## config.mk

```make
export PLATFORM = sky130hd
export DESIGN_NAME = draw_arbiter
export DESIGN_NICKNAME = d
export VERILOG_FILES = /design/src/rtl/draw_arbiter.sv
export SDC_FILE = /design/constraint.sdc
export NUM_CORES = 1
export LEC_CHECK = 0
export CAP_MARGIN = 25
export CORE_MARGIN = 2
export CORE_UTILIZATION = 45
export DETAILED_ROUTE_END_ITERATION = 8
export GPL_TIMING_DRIVEN = 0
export PLACE_DENSITY = 0.86
export SETUP_SLACK_MARGIN = 0.02
export SYNTH_ARGS = -nofsm -noshare
export SYNTH_HDL_FRONTEND = slang
export SYNTH_SLANG_ARGS = --single-unit
```

## constraint.sdc

```tcl
create_clock -name clk_in -period 3.55 [get_ports clk_in]
set_input_delay 0.8875 -clock clk_in [delete_from_list [all_inputs] [get_ports clk_in]]
set_output_delay 0.8875 -clock clk_in [all_outputs]
set_load 0.01 [all_outputs]
```

## src/rtl/draw_arbiter.sv

```systemverilog
// Arbitrates the display draw-command port between local strokes (req0), remote strokes (req1)
// and injected full-screen clears, issuing one segment at a time and tracking display busy.
module draw_arbiter #(
    parameter int unsigned COL_W        = 8,
    parameter int unsigned ROW_W        = 9,
    parameter int unsigned COLOR_W      = 3,
    parameter int unsigned SEG_W        = 2 * COL_W + 2 * ROW_W + COLOR_W,
    parameter int unsigned BURST        = 4,
    parameter int unsigned BUSY_TIMEOUT = 16,
    parameter int unsigned MAX_COL      = 239,
    parameter int unsigned MAX_ROW      = 319,
    parameter int unsigned CLEAR_COLOR  = 0
) (
    input  logic             clk_in,
    input  logic             rst_n_in,
    input  logic             req0_valid_in,
    input  logic [SEG_W-1:0] req0_seg_in,
    output logic             req0_ready_out,
    input  logic             req1_valid_in,
    input  logic [SEG_W-1:0] req1_seg_in,
    output logic             req1_ready_out,
    input  logic             clear_req_in,
    input  logic             disp_busy_in,
    output logic             disp_valid_out,
    output logic [SEG_W-1:0] disp_seg_out,
    output logic [1:0]       grant_out
);

    localparam logic [1:0] StIdle     = 2'd0;
    localparam logic [1:0] StIssue    = 2'd1;
    localparam logic [1:0] StWaitBusy = 2'd2;
    localparam logic [1:0] StWaitDone = 2'd3;

    localparam logic [1:0] GrNone  = 2'b00;
    localparam logic [1:0] GrReq0  = 2'b01;
    localparam logic [1:0] GrReq1  = 2'b10;
    localparam logic [1:0] GrClear = 2'b11;

    localparam int unsigned BurstW = $clog2(BURST + 1);
    localparam int unsigned TmoW   = (BUSY_TIMEOUT > 1) ? $clog2(BUSY_TIMEOUT) : 1;

    localparam logic [BurstW-1:0] BurstMax = BurstW'(BURST);
    localparam logic [TmoW-1:0]   TmoLast  = TmoW'(BUSY_TIMEOUT - 1);

    localparam logic [SEG_W-1:0] ClearSeg = {COL_W'(0), COL_W'(MAX_COL), ROW_W'(0),
                                             ROW_W'(MAX_ROW), COLOR_W'(CLEAR_COLOR)};

    logic [1:0]        state_q, state_d;
    logic              clear_pending_q, clear_pending_d;
    logic              rr_q, rr_d;
    logic [BurstW-1:0] burst_cnt_q, burst_cnt_d;
    logic [TmoW-1:0]   tmo_cnt_q, tmo_cnt_d;
    logic              disp_valid_q, disp_valid_d;
    logic              ready0_q, ready0_d;
    logic              ready1_q, ready1_d;
    logic [SEG_W-1:0]  seg_q, seg_d;
    logic [1:0]        grant_q, grant_d;
    logic [1:0]        sel;
    logic [BurstW-1:0] burst_inc;

    // rr_q holds the last requester granted; it is the "last owner" for the burst rule.
    always_comb begin
        sel = GrNone;
        if (state_q == StIdle) begin
            if (clear_pending_q) begin
                sel = GrClear;
            end else if (req0_valid_in && req1_valid_in) begin
                if (burst_cnt_q < BurstMax) begin
                    sel = rr_q ? GrReq1 : GrReq0;
                end else begin
                    sel = rr_q ? GrReq0 : GrReq1;
                end
            end else if (req0_valid_in) begin
                sel = GrReq0;
            end else if (req1_valid_in) begin
                sel = GrReq1;
            end
        end
    end

    // Saturating so a sole requester can run indefinitely without wrapping the count.
    assign burst_inc = (burst_cnt_q == BurstMax) ? burst_cnt_q : burst_cnt_q + 1'b1;

    always_comb begin
        state_d         = state_q;
        rr_d            = rr_q;
        burst_cnt_d     = burst_cnt_q;
        tmo_cnt_d       = tmo_cnt_q;
        seg_d           = seg_q;
        grant_d         = grant_q;
        disp_valid_d    = 1'b0;
        ready0_d        = 1'b0;
        ready1_d        = 1'b0;
        clear_pending_d = clear_req_in | (clear_pending_q & (sel != GrClear));

        case (state_q)
            StIdle: begin
                if (sel != GrNone) begin
                    state_d      = StIssue;
                    disp_valid_d = 1'b1;
                    grant_d      = sel;
                    case (sel)
                        GrClear: begin
                            seg_d       = ClearSeg;
                            burst_cnt_d = '0;
                        end
                        GrReq0: begin
                            seg_d       = req0_seg_in;
                            ready0_d    = 1'b1;
                            burst_cnt_d = (rr_q == 1'b0) ? burst_inc : BurstW'(1);
                            rr_d        = 1'b0;
                        end
                        GrReq1: begin
                            seg_d       = req1_seg_in;
                            ready1_d    = 1'b1;
                            burst_cnt_d = (rr_q == 1'b1) ? burst_inc : BurstW'(1);
                            rr_d        = 1'b1;
                        end
                        default: begin
                        end
                    endcase
                end
            end
            StIssue: begin
                state_d   = StWaitBusy;
                tmo_cnt_d = '0;
            end
            StWaitBusy: begin
                if (disp_busy_in) begin
                    state_d = StWaitDone;
                end else if (tmo_cnt_q == TmoLast) begin
                    state_d = StIdle;
                end else begin
                    tmo_cnt_d = tmo_cnt_q + 1'b1;
                end
            end
            StWaitDone: begin
                if (!disp_busy_in) begin
                    state_d = StIdle;
                end
            end
            default: begin
                state_d = StIdle;
            end
        endcase
    end

    always_ff @(posedge clk_in or negedge rst_n_in) begin
        if (!rst_n_in) begin
            state_q         <= StIdle;
            clear_pending_q <= 1'b0;
            rr_q            <= 1'b0;
            burst_cnt_q     <= '0;
            tmo_cnt_q       <= '0;
            disp_valid_q    <= 1'b0;
            ready0_q        <= 1'b0;
            ready1_q        <= 1'b0;
            seg_q           <= '0;
            grant_q         <= GrNone;
        end else begin
            state_q         <= state_d;
            clear_pending_q <= clear_pending_d;
            rr_q            <= rr_d;
            burst_cnt_q     <= burst_cnt_d;
            tmo_cnt_q       <= tmo_cnt_d;
            disp_valid_q    <= disp_valid_d;
            ready0_q        <= ready0_d;
            ready1_q        <= ready1_d;
            seg_q           <= seg_d;
            grant_q         <= grant_d;
        end
    end

    assign disp_valid_out = disp_valid_q;
    assign disp_seg_out   = seg_q;
    assign grant_out      = grant_q;
    assign req0_ready_out = ready0_q;
    assign req1_ready_out = ready1_q;

endmodule

```

==> impl_results.md, run 1 <==
* Fillers at 443
* Max Clock Skew at 14.2 ps
* Sequential share of the synthesized area at 49.2%
* First-pass iteration count of the detailed router at 4
* Dominant cells by area after synthesis: dfrtp_1 (49%), a22o_1 (7.5%), nand2_1 (7.1%)
* Crit Path Class: in2reg
* Io pins at 122
* Worst Path Arrival at 3280 ps
* Share of layout cells above drive strength 1 at 6.10%
* HP Start: disp_seg_out[31]$_DFFE_PN0P_
* Buffers on Ports at 121
* Setup bufs post-CTS at 0
* Area leader, netlist: dfrtp_1
* Core area at 0.00585 mm2
* Syn_nets at 369
* Yosys warning total at 0
* Unique masters post-synth at 40
* Largest net degree at the start of global routing at 28
* CTS Buf Count at 5
* Multi-input logic area at 0.00121 mm2
* Synth top area share at 49.2%
* Global-route wire length before repair at 11.7 mm
* Post-synthesis register bit count at 53
* CP endpoint kind: flip-flop
* Detailed Route Iter0 Violations at 148
* Vias/cell at 5.42
* Clock slew at reported path FFs at 100 ps
* RSZ-0062 raised after global routing: no
* Cell count after synthesis at 280
* Worst-case clock buffer depth at 2
* Sink Count at 53
* Die area at 0.00663 mm2
* Worst min path class: reg2reg
* GRT Util Overall at 22.8%
* Power Total at 2.91 mW
* Leak at 1.83 nW
* TritonCTS clock tree: built
* Core Util, Final at 70.2%
* Post-Place Cell Area at 0.00402 mm2
* Antenna violations before repair at 0
* Max-cap violations at 0
* CP Launch Type: input port
* # hold bufs at CTS at 0
* Worst-Skew Late Latency at 320 ps
* Endpoints failing hold at 0
* Max FO, Critical Path at 10
* Max-slew violations at 0
* Wire per inst at 15.4 um
* Area growth syn-to-layout at 52.3%
* Post-Syn Area at 0.00270 mm2
* Dpl cells at 477
* Avg Inst Size Synth at 9.63 um2
* Pwr dens at 709 mW/mm2
* Reg-to-reg critical path startpoint: state_q[0]$_DFFE_PN0P_
* Die width at 81.4 um
* Vias in the first global route at 2623
* Via Count at 2627
* Post-CTS sizing at 0
* Setup TNS at 0 ps
* Rel. slew slack at 57.8%
* Diode count at 0
* Finished Layout Cells at 485
* DRC errors left at 0
* Worst-Margin Slew at 632 ps
* Die Ht at 81.4 um
* Gpl congestion at 0.816
* Commonest non-fill, non-tap cell in the layout: clkdlybuf4s50_1
* Fmax at 329 MHz
* Period utilisation layout at 85.5%
* Worst EP required at 3790 ps
* Post-DP HPWL at 5.72 mm
* Final min period at 3040 ps
* Initial Util at 46.1%
* H-tree levels at 2
* Nets at 498
* Critical Path Source: req1_valid_in
* Root Driver: clkbuf_8
* Count of final setup violators at 0
* Final wirelength at 7.46 mm
* Status: finished, final reports clean
* Commonest cells after routing, fill and taps aside: clkdlybuf4s50_1 (120), dfrtp_1 (53), nand2_1 (51)
* Final Instance Area at 0.00411 mm2
* Row count at 28
* Antenna violation net count after detailed routing at 0
* GRT Residual Overflow at 0
* Storage cell area at 0.00133 mm2
* VDD IR max at 0.377 mV
## cells in the mapped netlist, drive strengths merged
| cell | instances |
|---|---|
| nor2 | 18 |
| nor3 | 1 |
| o211ai | 2 |
| nand4 | 1 |
| or3 | 1 |
| clkbuf | 11 |
| a211o | 2 |
| nand2 | 51 |
| a211oi | 1 |
| inv | 7 |
| nand3 | 24 |
| xnor2 | 1 |
| nor2b | 1 |
| a2111oi | 1 |
| a31oi | 15 |
| o21bai | 1 |
| ha | 9 |
| buf | 13 |
| nor4 | 2 |
| nand2b | 3 |
| nor4b | 1 |
| mux2i | 3 |
| a22oi | 14 |
| and2 | 2 |
| a22o | 23 |
| a21oi | 6 |
| o22ai | 1 |
| mux2 | 2 |
| a21o | 2 |
| a21boi | 2 |
| and3 | 2 |
| dfrtp | 53 |
| o21ai | 2 |
| or4 | 2 |
## flip-flops by register name (all words and copies together), names as in the netlist
register and cells:
req0_ready_out 1, clear_pending_q 1, tmo_cnt_q 4, disp_valid_out 1, disp_seg_out 37, burst_cnt_q 3, rr_q 1, grant_out 2
req1_ready_out 1, state_q 2
## worst max-delay path, stage by stage
cell and delay (ps):
clkdlybuf4s50_1 460, inv_1 50, a21o_1 170, a21boi_0 360, ha_1 220, clkbuf_1 330, clkbuf_1 450, a22oi_1 140
a31oi_1 200
## report_power, final
group,total (mW),switching [mW],internal (mW)
Combinational,1.67,0.916,0.752
Clock,0.351,0.210,0.140
Sequential,0.893,0.107,0.786
Total,2.91,1.23,1.68
## final timing paths
kind	end	slack, ps	cells after the start
worst max-delay path	disp_seg_out[8]$_DFFE_PN0P_	510	9
worst min register to register	disp_seg_out[31]$_DFFE_PN0P_	480	2
min in group asynchronous	disp_seg_out[15]$_DFFE_PN0P_	570	1
max in group asynchronous	clear_pending_q$_DFF_PN0_	2400	2
worst max register to register	disp_seg_out[8]$_DFFE_PN0P_	880	8
worst min-delay path	disp_seg_out[31]$_DFFE_PN0P_	480	2
## metrics by stage
step           hold slack [ps]  setup slack (ps)
2_1_floorplan              461               866
3_3_place_gp               457              41.0
3_5_place_dp               462               146
4_1_cts                    484               475
5_1_grt                    511               203
6_report                   477               514
## layout make-up
class | instances | area share (%)
repair buffers | 122 | 29.8
multi-input cells | 196 | 29.4
flip-flops and latches | 53 | 32.3
plain buffers | 24 | 3.29
clock inverters | 3 | 0.548
clock buffers | 5 | 1.67
well taps | 75 | 2.28
inverters | 7 | 0.639
## cells by family after synthesis
family	after synthesis	share of synthesized area [%]
flip-flops	53	49.2
XOR/XNOR	1	0.325
buffers and inverters	31	5.98
AND/OR/NAND/NOR	109	18.6
adder cells (fa/ha/maj)	9	4.17
multiplexers	5	1.95
AO/OA/AOI/OAI	72	19.8
## per-layer routing
metal  wire [um]  GRT usage, %
met4          95          7.29
met2        3760          40.2
met3         538          4.73
met1        3070          27.9
met5           0             0
(Power assumes the default switching activity.)
==> run 2, diff against run 1 <==
- ABC_CLOCK_PERIOD_IN_PS: default -> 3550
- SKIP_LAST_GASP: default -> 1
==> results of run 2 <==
The final DEF is identical to that of run 1; final timing and power are the same.
==> run 3, diff against run 2 <==
- ABC_AREA: default -> 1
- CORE_UTILIZATION: 45 -> 46
- SETUP_SLACK_MARGIN: 0.02 -> 0.1
==> run 3 against run 2 <==
  * Largest power group unchanged
  * Highest routed layer unchanged
  * Hold slack got worse by 6.4 ps
  * Critical path type unchanged
  * Sequential share of layout area shrank 1.1 points
  * Combinational power rose by 23%
==> impl_results.md, run 3 <==
* DRC errors left at 0 (unchanged)
* Vias/cell at 5.09 (-6.1%)
* Area growth syn-to-layout at 51.8%
* Worst-case clock buffer depth at 2 (unchanged)
* Post-Syn Area at 0.00281 mm2 (+4.0%)
* Storage cell area at 0.00133 mm2 (unchanged)
* Global-route wire length before repair at 12.0 mm (+2.4%)
* Post-synth ARST share at 100% (unchanged)
* Detailed Route Iter0 Violations at 113 (-24%)
* Diode count at 0 (unchanged)
* Die Ht at 82.1 um (+0.82%)
* Fin Hold WS at 470 ps (-6.42 ps)
* Row count at 28 (unchanged)
* Power Total at 3.52 mW (+21%)
* M1 wire length at 3.19 mm (+4.0%)
* Die width at 82.1 um (+0.82%)
* Met2 WL at 4.20 mm (+12%)
* GRT Residual Overflow at 0 (unchanged)
* GRT Util Overall at 23.2% (+0.38 points)
* Worst Path Arrival at 2950 ps (-330 ps)
* Top FF cell, synth: dfrtp_1
* Via Count at 2814 (+7.1%)
* Unique masters post-synth at 21 (-48%)
* Pre-CTS setup slack at 537 ps (+390 ps)
* Wire per inst at 14.3 um (-6.7%)
* TritonCTS clock tree: built
* Sequential share of the synthesized area at 47.3% (-1.9 points)
* Simple-gate share of the synthesized area at 33.8% (+15 points)
* Final Instance Area at 0.00426 mm2 (+3.7%)
* Commonest non-fill, non-tap cell in the layout: nand2_1
* Mux contribution to synthesized area at 0% (-1.9 points)
* Largest family of logic cells by synthesized area: simple AND/OR/NAND/NOR gates
* Largest net degree at the start of global routing at 41 (+46%)
* Nets at 566 (+14%)
* Max-slew violations at 0 (unchanged)
* Core area at 0.00592 mm2 (+1.2%)
* Most numerous cell in the Yosys netlist: nand2_1
* Fillers at 461 (+4.1%)
* Synth Area in Adders at 4.01% (-0.16 points)
* Finished Layout Cells at 553 (+14%)
* Post-DP HPWL at 5.97 mm (+4.4%)
* Vias in the first global route at 2626 (+0.11%)
* CTS Buf Count at 5 (unchanged)
* Worst EP required at 3760 ps (-30 ps)
* Status: finished, final reports clean
* Largest stage delay on the critical path at 500 ps (+40 ps)
* Max Clock Skew at 6.33 ps (-7.90 ps)
* Leak at 2.11 nW (+15%)
* Period utilisation layout at 77.1% (-8.4 points)
* Synth top area share at 47.3% (-1.9 points)
* CP Launch Type: input port
* Io pins at 122 (unchanged)
* Synth Area in Compound Gates at 8.52% (-11 points)
* Multi-input logic area at 0.00130 mm2 (+7.3%)
* Rel. slew slack at 64.0% (+6.1 points)
* Dpl cells at 545 (+14%)
* VDD IR max at 0.452 mV (+20%)
* Syn_nets at 437 (+18%)
* Setup bufs post-CTS at 0 (unchanged)
* RSZ-0062 raised after global routing: no
* Max reg flops at 37 (unchanged)
* First-pass iteration count of the detailed router at 4 (unchanged)
* Final wirelength at 7.94 mm (+6.4%)
* Fmax at 365 MHz (+11%)
* Share of layout cells above drive strength 1 at 5.86% (-0.24 points)
* Post-synthesis register bit count at 53 (unchanged)
* Most instantiated cells after synthesis: nand2_1 (175), dfrtp_1 (53), nand3_1 (31), a22o_1 (23), inv_1 (14)
* Initial Util at 47.4% (+1.3 points)
* Number of flops mapped to enable cells by yosys at 0 (unchanged)
* Post-synthesis xor/xnor area fraction at 0% (-0.32 points)
* Post-Place Cell Area at 0.00413 mm2 (+2.7%)
* Final min period at 2740 ps (-297 ps)
* Pwr dens at 827 mW/mm2 (+17%)
* Max-cap violations at 0 (unchanged)
* # hold bufs at CTS at 0 (unchanged)
* Worst min path class: in2async
* Root Driver: clkbuf_8
* Crit path cell chain: clkdlybuf4s50_1 > nand3_1 > nand3_1 > nand2_1 > ha_1 > clkbuf_1 > nand3_1 > nand2_1 > nand2_1
* Antenna violations before repair at 0 (unchanged)
* Gpl congestion at 0.768 (-5.9%)
* Avg Inst Size Synth at 8.06 um2 (-16%)
* Die area at 0.00674 mm2 (+1.6%)
* Antenna violation net count after detailed routing at 0 (unchanged)
* Top Metal Used: met4
* Setup ws final at 812 ps (+297 ps)
* Max FO, Critical Path at 10 (unchanged)
* Endpoints failing hold at 0 (unchanged)
* Crit Path Class: in2reg
* Clock slew at reported path FFs at 100 ps (about the same)
* Post-CTS sizing at 0 (unchanged)
* Area leader, netlist: dfrtp_1
* H-tree levels at 2 (unchanged)
* Count of final setup violators at 0 (unchanged)
* Sink Count at 53 (unchanged)
* Dominant cells by area after synthesis: dfrtp_1 (47%), nand2_1 (23%), a22o_1 (7.2%)
* Met3 Wirelength at 441 um (-18%)
* Buffers on Ports at 121 (unchanged)
* Yosys warning total at 0 (unchanged)
* Cell count after synthesis at 348 (+24%)
* Commonest cells after routing, fill and taps aside: nand2_1 (175), clkdlybuf4s50_1 (120), dfrtp_1 (53)
* Worst-Margin Slew at 540 ps (-91.8 ps)
* Worst-Skew Late Latency at 310 ps (about the same)
* CP endpoint kind: flip-flop
* Worst path slowest cell: ha_1
## run 3: path summary, 6_finish.rpt
check,startpoint,end,slack [ps],cells past startpoint
max in group asynchronous,rst_n_in,disp_seg_out[27]$_DFFE_PN0P_,2560,2
max reg2reg,rr_q$_DFFE_PN0P_,disp_seg_out[3]$_DFFE_PN0P_,1280,11
min in group clk_in,disp_seg_out[33]$_DFFE_PN0P_,disp_seg_out[33]$_DFFE_PN0P_,480,2
min reg2reg,disp_seg_out[33]$_DFFE_PN0P_,disp_seg_out[33]$_DFFE_PN0P_,480,2
min,rst_n_in,tmo_cnt_q[2]$_DFFE_PN0P_,470,1
max,req0_valid_in,disp_seg_out[3]$_DFFE_PN0P_,810,9
## run 3: cell families (layout without fill, tap and decap cells)
logic type	Yosys count	in the layout
fa+ha+maj	9	9
buf+inv	34	164
simple gates	222	222
flops	53	53
compound gates	30	30
## run 3: layout make-up
class | count | area share (%)
clock inverters | 3 | 1.53
well taps | 75 | 2.20
repair buffers | 122 | 28.8
multi-input cells | 261 | 30.5
plain buffers | 16 | 2.59
flip-flops and latches | 53 | 31.1
clock buffers | 5 | 1.62
inverters | 18 | 1.65
## run 3: power by group
part,internal (mW),switching [mW]
clock network,0.280,0.204
registers,0.844,0.139
logic,0.921,1.14
## run 3: critical path: cells and delay by family
kind                       cells  cell delay [ps]
buffers and inverters          2              910
adders and majority gates      1              500
and+or+nand+nor                6              630
## run 3: through the flow
stage               TNS [ps]  utilization (%)
floorplan                  0                -
global placement        -456             69.4
detailed placement         0             69.7
CTS                        0             71.9
global route               0             71.9
finish                     0             71.9
## run 3: metal layers
layer | track usage, % | vias up
li1 | - | 1371
met1 | 28.1 | 1333
met2 | 42.5 | 100
met3 | 3.70 | 10
met4 | 6.33 | 0
met5 | 0 | -
